===== src/rtl/battleship_pkg.sv =====
// Shared grid geometry, coordinate types and attack FSM states for the enemy turn logic.
package battleship_pkg;

  localparam int GRID_N    = 5;
  localparam int NCELLS    = GRID_N * GRID_N;
  localparam int MAX_RETRY = 8;

  typedef logic [2:0] coord_t;
  typedef logic [4:0] idx_t;

  localparam coord_t     GRID_LAST  = coord_t'(GRID_N - 1);
  localparam idx_t       NCELLS_CNT = idx_t'(NCELLS);
  localparam logic [3:0] RETRY_LAST = 4'(MAX_RETRY - 1);

  typedef enum logic [2:0] {
    IDLE,
    SAMPLE,
    CHECK,
    SCAN,
    FIRE,
    DONE,
    HUNT
  } atk_state_e;

  // Row-major cell index; only meaningful for in-range coordinates.
  function automatic idx_t cell_idx(input coord_t i, input coord_t j);
    return idx_t'(idx_t'(i) * idx_t'(GRID_N) + idx_t'(j));
  endfunction

endpackage


===== src/rtl/enemy_attack_controller_if.sv =====
// Shot request channel between the enemy attack controller (master) and the player board (slave).
interface enemy_attack_controller_if import battleship_pkg::*; ();

  logic   attack_valid;
  coord_t attack_i;
  coord_t attack_j;
  logic   attack_ack;
  logic   attack_hit;

  modport master (
    output attack_valid, attack_i, attack_j,
    input  attack_ack, attack_hit
  );

  modport slave (
    input  attack_valid, attack_i, attack_j,
    output attack_ack, attack_hit
  );

endinterface


===== src/rtl/shot_history.sv =====
// One bit per grid cell recording which cells the enemy has already shot.
module shot_history import battleship_pkg::*; (
  input  logic clk,
  input  logic rst,
  input  logic clear,
  input  logic set_en,
  input  idx_t set_idx,
  input  idx_t lookup_idx,
  output logic lookup_shot,
  output logic full
);

  logic [NCELLS-1:0] history;

  // NOTE: this is a small flop array, not a RAM, so resetting and bulk-clearing it is legal.
  always_ff @(posedge clk or negedge rst) begin
    if (!rst)        history <= '0;
    else if (clear)  history <= '0;
    else if (set_en) history[set_idx] <= 1'b1;
  end

  assign lookup_shot = history[lookup_idx];
  assign full        = &history;

endmodule


===== src/rtl/enemy_attack_controller.sv =====
// Enemy turn sequencer: random sampling with reject/retry, linear-scan fallback, one shot per turn.
// Optional macro HUNT_EN: after a hit, the next turn first probes the hit cell's neighbours.
module enemy_attack_controller import battleship_pkg::*; (
  input  logic       clk,
  input  logic       rst,
  input  logic       new_game,
  input  logic       turn_start,
  input  coord_t     rand_i,
  input  coord_t     rand_j,
  enemy_attack_controller_if.master atk,
  output logic       turn_done,
  output logic       last_hit,
  output logic       board_full,
  output logic [4:0] shots_fired
);

  atk_state_e state, state_next;
  coord_t     cand_i, cand_j, scan_i, scan_j, lk_i, lk_j;
  logic [3:0] retry;
  logic       lk_shot, cand_ok, set_en;

`ifdef HUNT_EN
  logic       hunt_valid, nb_on_grid;
  logic [1:0] hunt_dir;
  coord_t     hunt_i, hunt_j, nb_i, nb_j;

  // Neighbour order: up, down, left, right.
  always_comb begin
    nb_i = hunt_i;
    nb_j = hunt_j;
    nb_on_grid = 1'b0;
    unique case (hunt_dir)
      2'd0:    begin nb_i = hunt_i - 3'd1; nb_on_grid = (hunt_i != 3'd0);      end
      2'd1:    begin nb_i = hunt_i + 3'd1; nb_on_grid = (hunt_i != GRID_LAST); end
      2'd2:    begin nb_j = hunt_j - 3'd1; nb_on_grid = (hunt_j != 3'd0);      end
      default: begin nb_j = hunt_j + 3'd1; nb_on_grid = (hunt_j != GRID_LAST); end
    endcase
  end
`endif

  assign cand_ok = (cand_i <= GRID_LAST) && (cand_j <= GRID_LAST);
  // A new_game in the same cycle as the ack wins: the shot is never recorded.
  assign set_en  = (state == FIRE) && atk.attack_ack && !new_game;

  shot_history u_history (
    .clk         (clk),
    .rst         (rst),
    .clear       (new_game),
    .set_en      (set_en),
    .set_idx     (cell_idx(atk.attack_i, atk.attack_j)),
    .lookup_idx  (cell_idx(lk_i, lk_j)),
    .lookup_shot (lk_shot),
    .full        (board_full)
  );

  always_ff @(posedge clk or negedge rst) begin
    if (!rst) state <= IDLE;
    else      state <= state_next;
  end

  // NOTE: every output of this block gets a default first so no path can infer a latch.
  always_comb begin
    state_next = state;
    lk_i       = '0;
    lk_j       = '0;
    unique case (state)
      IDLE: if (turn_start) begin
        if (board_full) state_next = DONE;
`ifdef HUNT_EN
        else if (hunt_valid) state_next = HUNT;
`endif
        else state_next = SAMPLE;
      end
      SAMPLE: state_next = CHECK;
      CHECK: begin
        lk_i = cand_i;
        lk_j = cand_j;
        if (cand_ok && !lk_shot)   state_next = FIRE;
        else if (retry == RETRY_LAST) state_next = SCAN;
        else                       state_next = SAMPLE;
      end
      SCAN: begin
        lk_i = scan_i;
        lk_j = scan_j;
        if (!lk_shot) state_next = FIRE;
      end
      FIRE: if (atk.attack_ack) state_next = DONE;
      DONE: state_next = IDLE;
`ifdef HUNT_EN
      HUNT: begin
        lk_i = nb_i;
        lk_j = nb_j;
        if (nb_on_grid && !lk_shot) state_next = FIRE;
        else if (hunt_dir == 2'd3)  state_next = SAMPLE;
      end
`endif
      default: state_next = IDLE;
    endcase
    if (new_game) state_next = IDLE;
  end

  // NOTE: sequential state uses non-blocking assignments so all registers update together.
  always_ff @(posedge clk or negedge rst) begin
    if (!rst) begin
      cand_i <= '0;  cand_j <= '0;
      scan_i <= '0;  scan_j <= '0;
      retry  <= '0;
      atk.attack_i <= '0;
      atk.attack_j <= '0;
      last_hit     <= 1'b0;
      shots_fired  <= '0;
`ifdef HUNT_EN
      hunt_valid <= 1'b0; hunt_dir <= '0; hunt_i <= '0; hunt_j <= '0;
`endif
    end else if (new_game) begin
      last_hit    <= 1'b0;
      shots_fired <= '0;
`ifdef HUNT_EN
      hunt_valid <= 1'b0;
`endif
    end else begin
      unique case (state)
        IDLE: begin
          retry <= '0;
`ifdef HUNT_EN
          hunt_dir <= '0;
`endif
        end
        SAMPLE: begin
          cand_i <= rand_i;
          cand_j <= rand_j;
        end
        CHECK: if (cand_ok && !lk_shot) begin
          atk.attack_i <= cand_i;
          atk.attack_j <= cand_j;
        end else begin
          retry  <= retry + 4'd1;
          scan_i <= '0;
          scan_j <= '0;
        end
        SCAN: if (!lk_shot) begin
          atk.attack_i <= scan_i;
          atk.attack_j <= scan_j;
        end else if (scan_j == GRID_LAST) begin
          scan_j <= '0;
          scan_i <= scan_i + 3'd1;
        end else begin
          scan_j <= scan_j + 3'd1;
        end
        FIRE: if (atk.attack_ack) begin
          last_hit <= atk.attack_hit;
          if (shots_fired != NCELLS_CNT) shots_fired <= shots_fired + 5'd1;
`ifdef HUNT_EN
          if (atk.attack_hit) begin
            hunt_valid <= 1'b1;
            hunt_i     <= atk.attack_i;
            hunt_j     <= atk.attack_j;
          end
`endif
        end
`ifdef HUNT_EN
        HUNT: if (nb_on_grid && !lk_shot) begin
          atk.attack_i <= nb_i;
          atk.attack_j <= nb_j;
        end else begin
          hunt_dir <= hunt_dir + 2'd1;
          if (hunt_dir == 2'd3) hunt_valid <= 1'b0;
        end
`endif
        default: ;
      endcase
    end
  end

  assign atk.attack_valid = (state == FIRE);
  assign turn_done        = (state == DONE);

endmodule


===== src/flat_wrapper.sv =====
// flat-port wrapper written by rule: the top's interface ports become plain ports
module enemy_attack_controller_flat import battleship_pkg::*;
  (clk, rst, new_game, turn_start, rand_i, rand_j, turn_done, last_hit, board_full, shots_fired, atk_attack_valid, atk_attack_i, atk_attack_j, atk_attack_ack, atk_attack_hit);
  enemy_attack_controller_if atk_i ();
  input  logic clk;
  input  logic rst;
  input  logic new_game;
  input  logic turn_start;
  input  coord_t rand_i;
  input  coord_t rand_j;
  output logic turn_done;
  output logic last_hit;
  output logic board_full;
  output logic [4:0] shots_fired;
  output wire logic [$bits(atk_i.attack_valid)-1:0] atk_attack_valid;
  output wire logic [$bits(atk_i.attack_i)-1:0] atk_attack_i;
  output wire logic [$bits(atk_i.attack_j)-1:0] atk_attack_j;
  input wire logic [$bits(atk_i.attack_ack)-1:0] atk_attack_ack;
  input wire logic [$bits(atk_i.attack_hit)-1:0] atk_attack_hit;
  assign atk_attack_valid = atk_i.attack_valid;
  assign atk_attack_i = atk_i.attack_i;
  assign atk_attack_j = atk_i.attack_j;
  assign atk_i.attack_ack = atk_attack_ack;
  assign atk_i.attack_hit = atk_attack_hit;
  enemy_attack_controller u_core (.clk(clk), .rst(rst), .new_game(new_game), .turn_start(turn_start), .rand_i(rand_i), .rand_j(rand_j), .atk(atk_i), .turn_done(turn_done), .last_hit(last_hit), .board_full(board_full), .shots_fired(shots_fired));
endmodule

===== config.mk =====
export PLATFORM = sky130hd
export DESIGN_NAME = enemy_attack_controller_flat
export DESIGN_NICKNAME = d
export VERILOG_FILES = /design/src/rtl/battleship_pkg.sv /design/src/rtl/enemy_attack_controller_if.sv /design/src/rtl/shot_history.sv /design/src/rtl/enemy_attack_controller.sv /design/src/flat_wrapper.sv
export SDC_FILE = /design/constraint.sdc
export NUM_CORES = 1
export LEC_CHECK = 0
export ABC_AREA = 1
export CAP_MARGIN = 20
export CORE_UTILIZATION = 35
export DETAILED_ROUTE_END_ITERATION = 8
export PLACE_DENSITY = 0.61
export SYNTH_ARGS = -nofsm -noshare
export SYNTH_HDL_FRONTEND = slang
export SYNTH_SLANG_ARGS = --single-unit

===== constraint.sdc =====
create_clock -name clk -period 6.3 [get_ports clk]
set_input_delay 1.26 -clock clk [delete_from_list [all_inputs] [get_ports clk]]
set_output_delay 1.26 -clock clk [all_outputs]
set_load 0.01 [all_outputs]

==> flow_summary_export.csv <==
group,metric,value,unit
run_status,run_status,"completed",
placed_design,buffer_ports.inserted,26,
sta,fin_setup_tns,0,ns
placed_design,detailed_place_hpwl,6500,um
sta,fin_hold_viols,0,
drt,avgRoutedWirePerCell,13.5,um
cells_and_area,fin_nets,524,
drt,routed_wirelength,8470,um
sta,post-route-period-util,60.9,%
floorplan,die_width,105,um
pwr,p_clk_share,11.3,%
sta,slew-limit-headroom,46.4,%
worst_setup_path,startpoint,"u_core.state[0]",
global_routing,grt_pass1_vias,3088,
pwr,netSwitchingFraction,50.9,%
floorplan,rows,37,
worst_setup_path,end_kind,"register",
clock_tree,clk_pin_slew_worst_paths,0.11,ns
clock_tree,post-cts-setup-buffer-count,0,
floorplan,core-area,10300,um2
sta,finalCriticalPeriod,3.84,ns
clock_tree,cts_repair_resize_count,0,
drt,postRouteAntennaNets,0,
worst_setup_path,timing.critical_path.fanout_max,16,
cells_and_area,final_common_cell,"sky130_fd_sc_hd__nand2_1",
global_routing,grt_pass1_wl,14500,um
clock_tree,ctsRootBufferMaster,"sky130_fd_sc_hd__clkbuf_8",
hold_path,timing.hold.worst.start,"u_core.last_hit",
synth,synth_cells,467,
cells_and_area,most-common-layout-cells,"sky130_fd_sc_hd__nand2_1 (88), sky130_fd_sc_hd__inv_1 (56), sky130_fd_sc_hd__dfrtp_1 (56)",
synth,synth.distinct_cells,41,
floorplan,initial_utilization,36.1,%
drt,first_iter_violations,128,
sta,timing_max_transition_violations_final,0,
run,drv.max_cap_violation_count,0,
worst_setup_path,reg2reg_slack,2.46,ns
pwr,power.leakage,1.97,nW
cells_and_area,sequential_cell_area,1400,um2
pwr,power.net_switching,0.964,mW
worst_setup_path,crit_type,"reg -> reg",
worst_setup_path,reg2reg_to,"u_core.atk.attack_i[2]",
synth,ys_ff_latch,56,
worst_setup_path,arrival_time_at_the_worst_endpoint,4.05,ns
hold_path,min_delay_worst_endpoint,"u_core.last_hit",
worst_setup_path,r2r_cells,19,
clock_tree,post_cts_hold_buffer_count,0,
sta,fin_skew,0.0146,ns
clock_tree,clock_tree_from_tritoncts,"yes",
cells_and_area,multi_input_logic_area,2000,um2
floorplan,floorplan.io_pins,27,
cells_and_area,area.growth.synth_to_final,12.8,%
floorplan,die_area,11100,um2
drt,vias_per_cell,4.98,
clock_tree,htree_levels,2,
clock_tree,clock_tree.buffer_depth,2,
hold_path,whs_path_depth,2,
clock_tree,worst_skew_pair.late_latency,0.32,ns
cells_and_area,num-fill-cells,1045,
drt,drt_pass1_iterations,4,
global_routing,gr-total-overflow,0,
synth,synthesized_net_count,501,
worst_setup_path,worstPathRequired,6.51,ns
global_routing,pin_count_of_the_biggest_net_entering_global_routing,57,
sta,grt_setup_unrepaired,"false",
pwr,powerDensity,451,nW/um2
pwr,peakVddDrop,0.160,mV
synth,synth-warning-count,0,
drt,num_vias,3123,
global_routing,grt_usage,16.5,%
worst_setup_path,critical_path.reg2reg.startpoint,"u_core.state[0]",
global_routing,antenna_found_initial,0,
pwr,intPower,0.931,mW
cells_and_area,fraction_of_layout_instances_using_a_drive_strength_above_1,12.2,%
placed_design,gp_routability_congestion,0.867,
clock_tree,number_of_sinks_driven_by_the_clock_tree,56,
cells_and_area,insertedDiodeCount,0,
floorplan,chipHeight,105,um
pwr,pwr-share-comb,59.5,%
synth,sequential_share_of_the_synthesized_area,37.6,%
hold_path,hold_path_class,"reg -> reg",
sta,worst_pin_slew,0.797,ns
clock_tree,cts_inserted_buffers,5,
sta,maximum_clock_frequency,260,MHz
placed_design,place_ws,2.16,ns
drt,detail_route.drc_violations,0,
worst_setup_path,start_kind,"register",
pwr,share_of_power_burned_in_registers,29.2,%
synth,syn_area,3720,um2
synth,synth.avg_cell_area,7.97,um2
sta,layout_setup_ws,2.46,ns
sta,report.final.setup_viol,0,
-- per-layer routing --
metal / vias up / GRT usage, % / wire length, um
met4: 0 / 5.43 / 167
met5: - / 0 / 0
met1: 1465 / 20.7 / 3820
met2: 66 / 28.6 / 4130
li1: 1576 / - / -
met3: 16 / 2.74 / 343
-- metrics by stage --
stage                     area (um2)  instances  util (%)  hold WS [ns]  power (mW)
after global routing            4200        627      40.7         0.547        2.07
after detailed placement        4080        618      39.5         0.496        1.68
final                           4200        627      40.7         0.513        1.90
after global placement          4080        618      39.5         0.491        1.66
after CTS                       4170        626      40.4         0.525        1.91
after floorplan                 3720        467         -         0.476        1.42
-- kinds of logic (layout without fill, tap and decap cells) --
logic type | count (synthesis) | after routing | synth area share, %
AOI/OAI and AO/OA | 63 | 63 | 9.74
xor gates and xnor gates | 8 | 8 | 2.08
adders and majority gates | 22 | 22 | 7.80
buffers and inverters | 76 | 100 | 8.67
DFF | 56 | 56 | 37.6
and+or+nand+nor | 242 | 242 | 34.1
-- cell usage after synthesis (all sizes together) --
cell type	number	area share, %
nand2	103	12
inv	63	6.4
nand3	61	10
dfrtp	56	38
nor2	47	5.9
a21oi	37	5.0
ha	20	6.7
o21ai	19	3.3
nor3	16	2.3
nand4	8	1.7
buf	6	1.5
clkbuf	6	0.60
nand3b	4	1.1
xnor2	4	0.94
xor2	4	1.1
o21bai	3	0.60
fa	2	1.1
or2	2	0.34
a2111oi	1	0.24
a221oi	1	0.24
a41oi	1	0.24
clkinv	1	0.10
nor4	1	0.17
o31ai	1	0.20
-- power groups by stage --
stage	logic, mW	clock network [mW]	registers [mW]
after detailed placement	1.12	0	0.561
after global placement	1.10	0	0.557
after CTS	1.13	0.225	0.553
after global routing	1.27	0.233	0.565
after floorplan	0.885	0	0.530
final	1.13	0.215	0.553
-- flip-flops by register name (all words and copies together) (netlist names) --
register / cells
u_core.scan_j: 3
u_core.cand_j: 3
u_core.atk.attack_j: 3
u_core.atk.attack_i: 3
u_core.shots_fired: 5
u_core.retry: 4
u_core.scan_i: 3
u_core.cand_i: 3
u_core.last_hit: 1
u_core.u_history.history: 25
u_core.state: 3
-- critical path, stage by stage (launching register included) --
cell,delay (ns)
sky130_fd_sc_hd__dfrtp_1,0.62
sky130_fd_sc_hd__inv_1,0.18
sky130_fd_sc_hd__nor2_4,0.33
sky130_fd_sc_hd__nand2_1,0.17
sky130_fd_sc_hd__o21ai_4,0.13
sky130_fd_sc_hd__nand2_1,0.08
sky130_fd_sc_hd__inv_1,0.08
sky130_fd_sc_hd__nor2_1,0.05
sky130_fd_sc_hd__ha_1,0.34
sky130_fd_sc_hd__fa_1,0.45
sky130_fd_sc_hd__xnor2_1,0.42
sky130_fd_sc_hd__nor3_1,0.09
sky130_fd_sc_hd__nand3_1,0.13
sky130_fd_sc_hd__nand3_1,0.09
sky130_fd_sc_hd__nand3_1,0.15
sky130_fd_sc_hd__nand2_1,0.09
sky130_fd_sc_hd__inv_2,0.13
sky130_fd_sc_hd__nand2_4,0.08
sky130_fd_sc_hd__nand2_1,0.07
sky130_fd_sc_hd__nand2_1,0.05
-- area by class of cell --
cell class	count	share of cell area, %
clock inverters	3	0.655
inverters	64	5.78
well taps	136	4.05
repair buffers	28	6.91
clock buffers	5	1.64
multi-input cells	335	47.6
flip-flops and latches	56	33.4
-- worst max-delay path by stage --
stage                                              to  slack (ns)  cells after the start
after floorplan                      u_core.scan_i[2]        3.03                     19
after global placement    u_core.u_history.history[3]        2.24                      7
after detailed placement  u_core.u_history.history[3]        2.16                      7
after CTS                      u_core.atk.attack_i[2]        2.42                     19
after global routing           u_core.atk.attack_j[1]        2.08                     19
final                          u_core.atk.attack_i[2]        2.46                     19
Power figures use the tool's default switching activity.
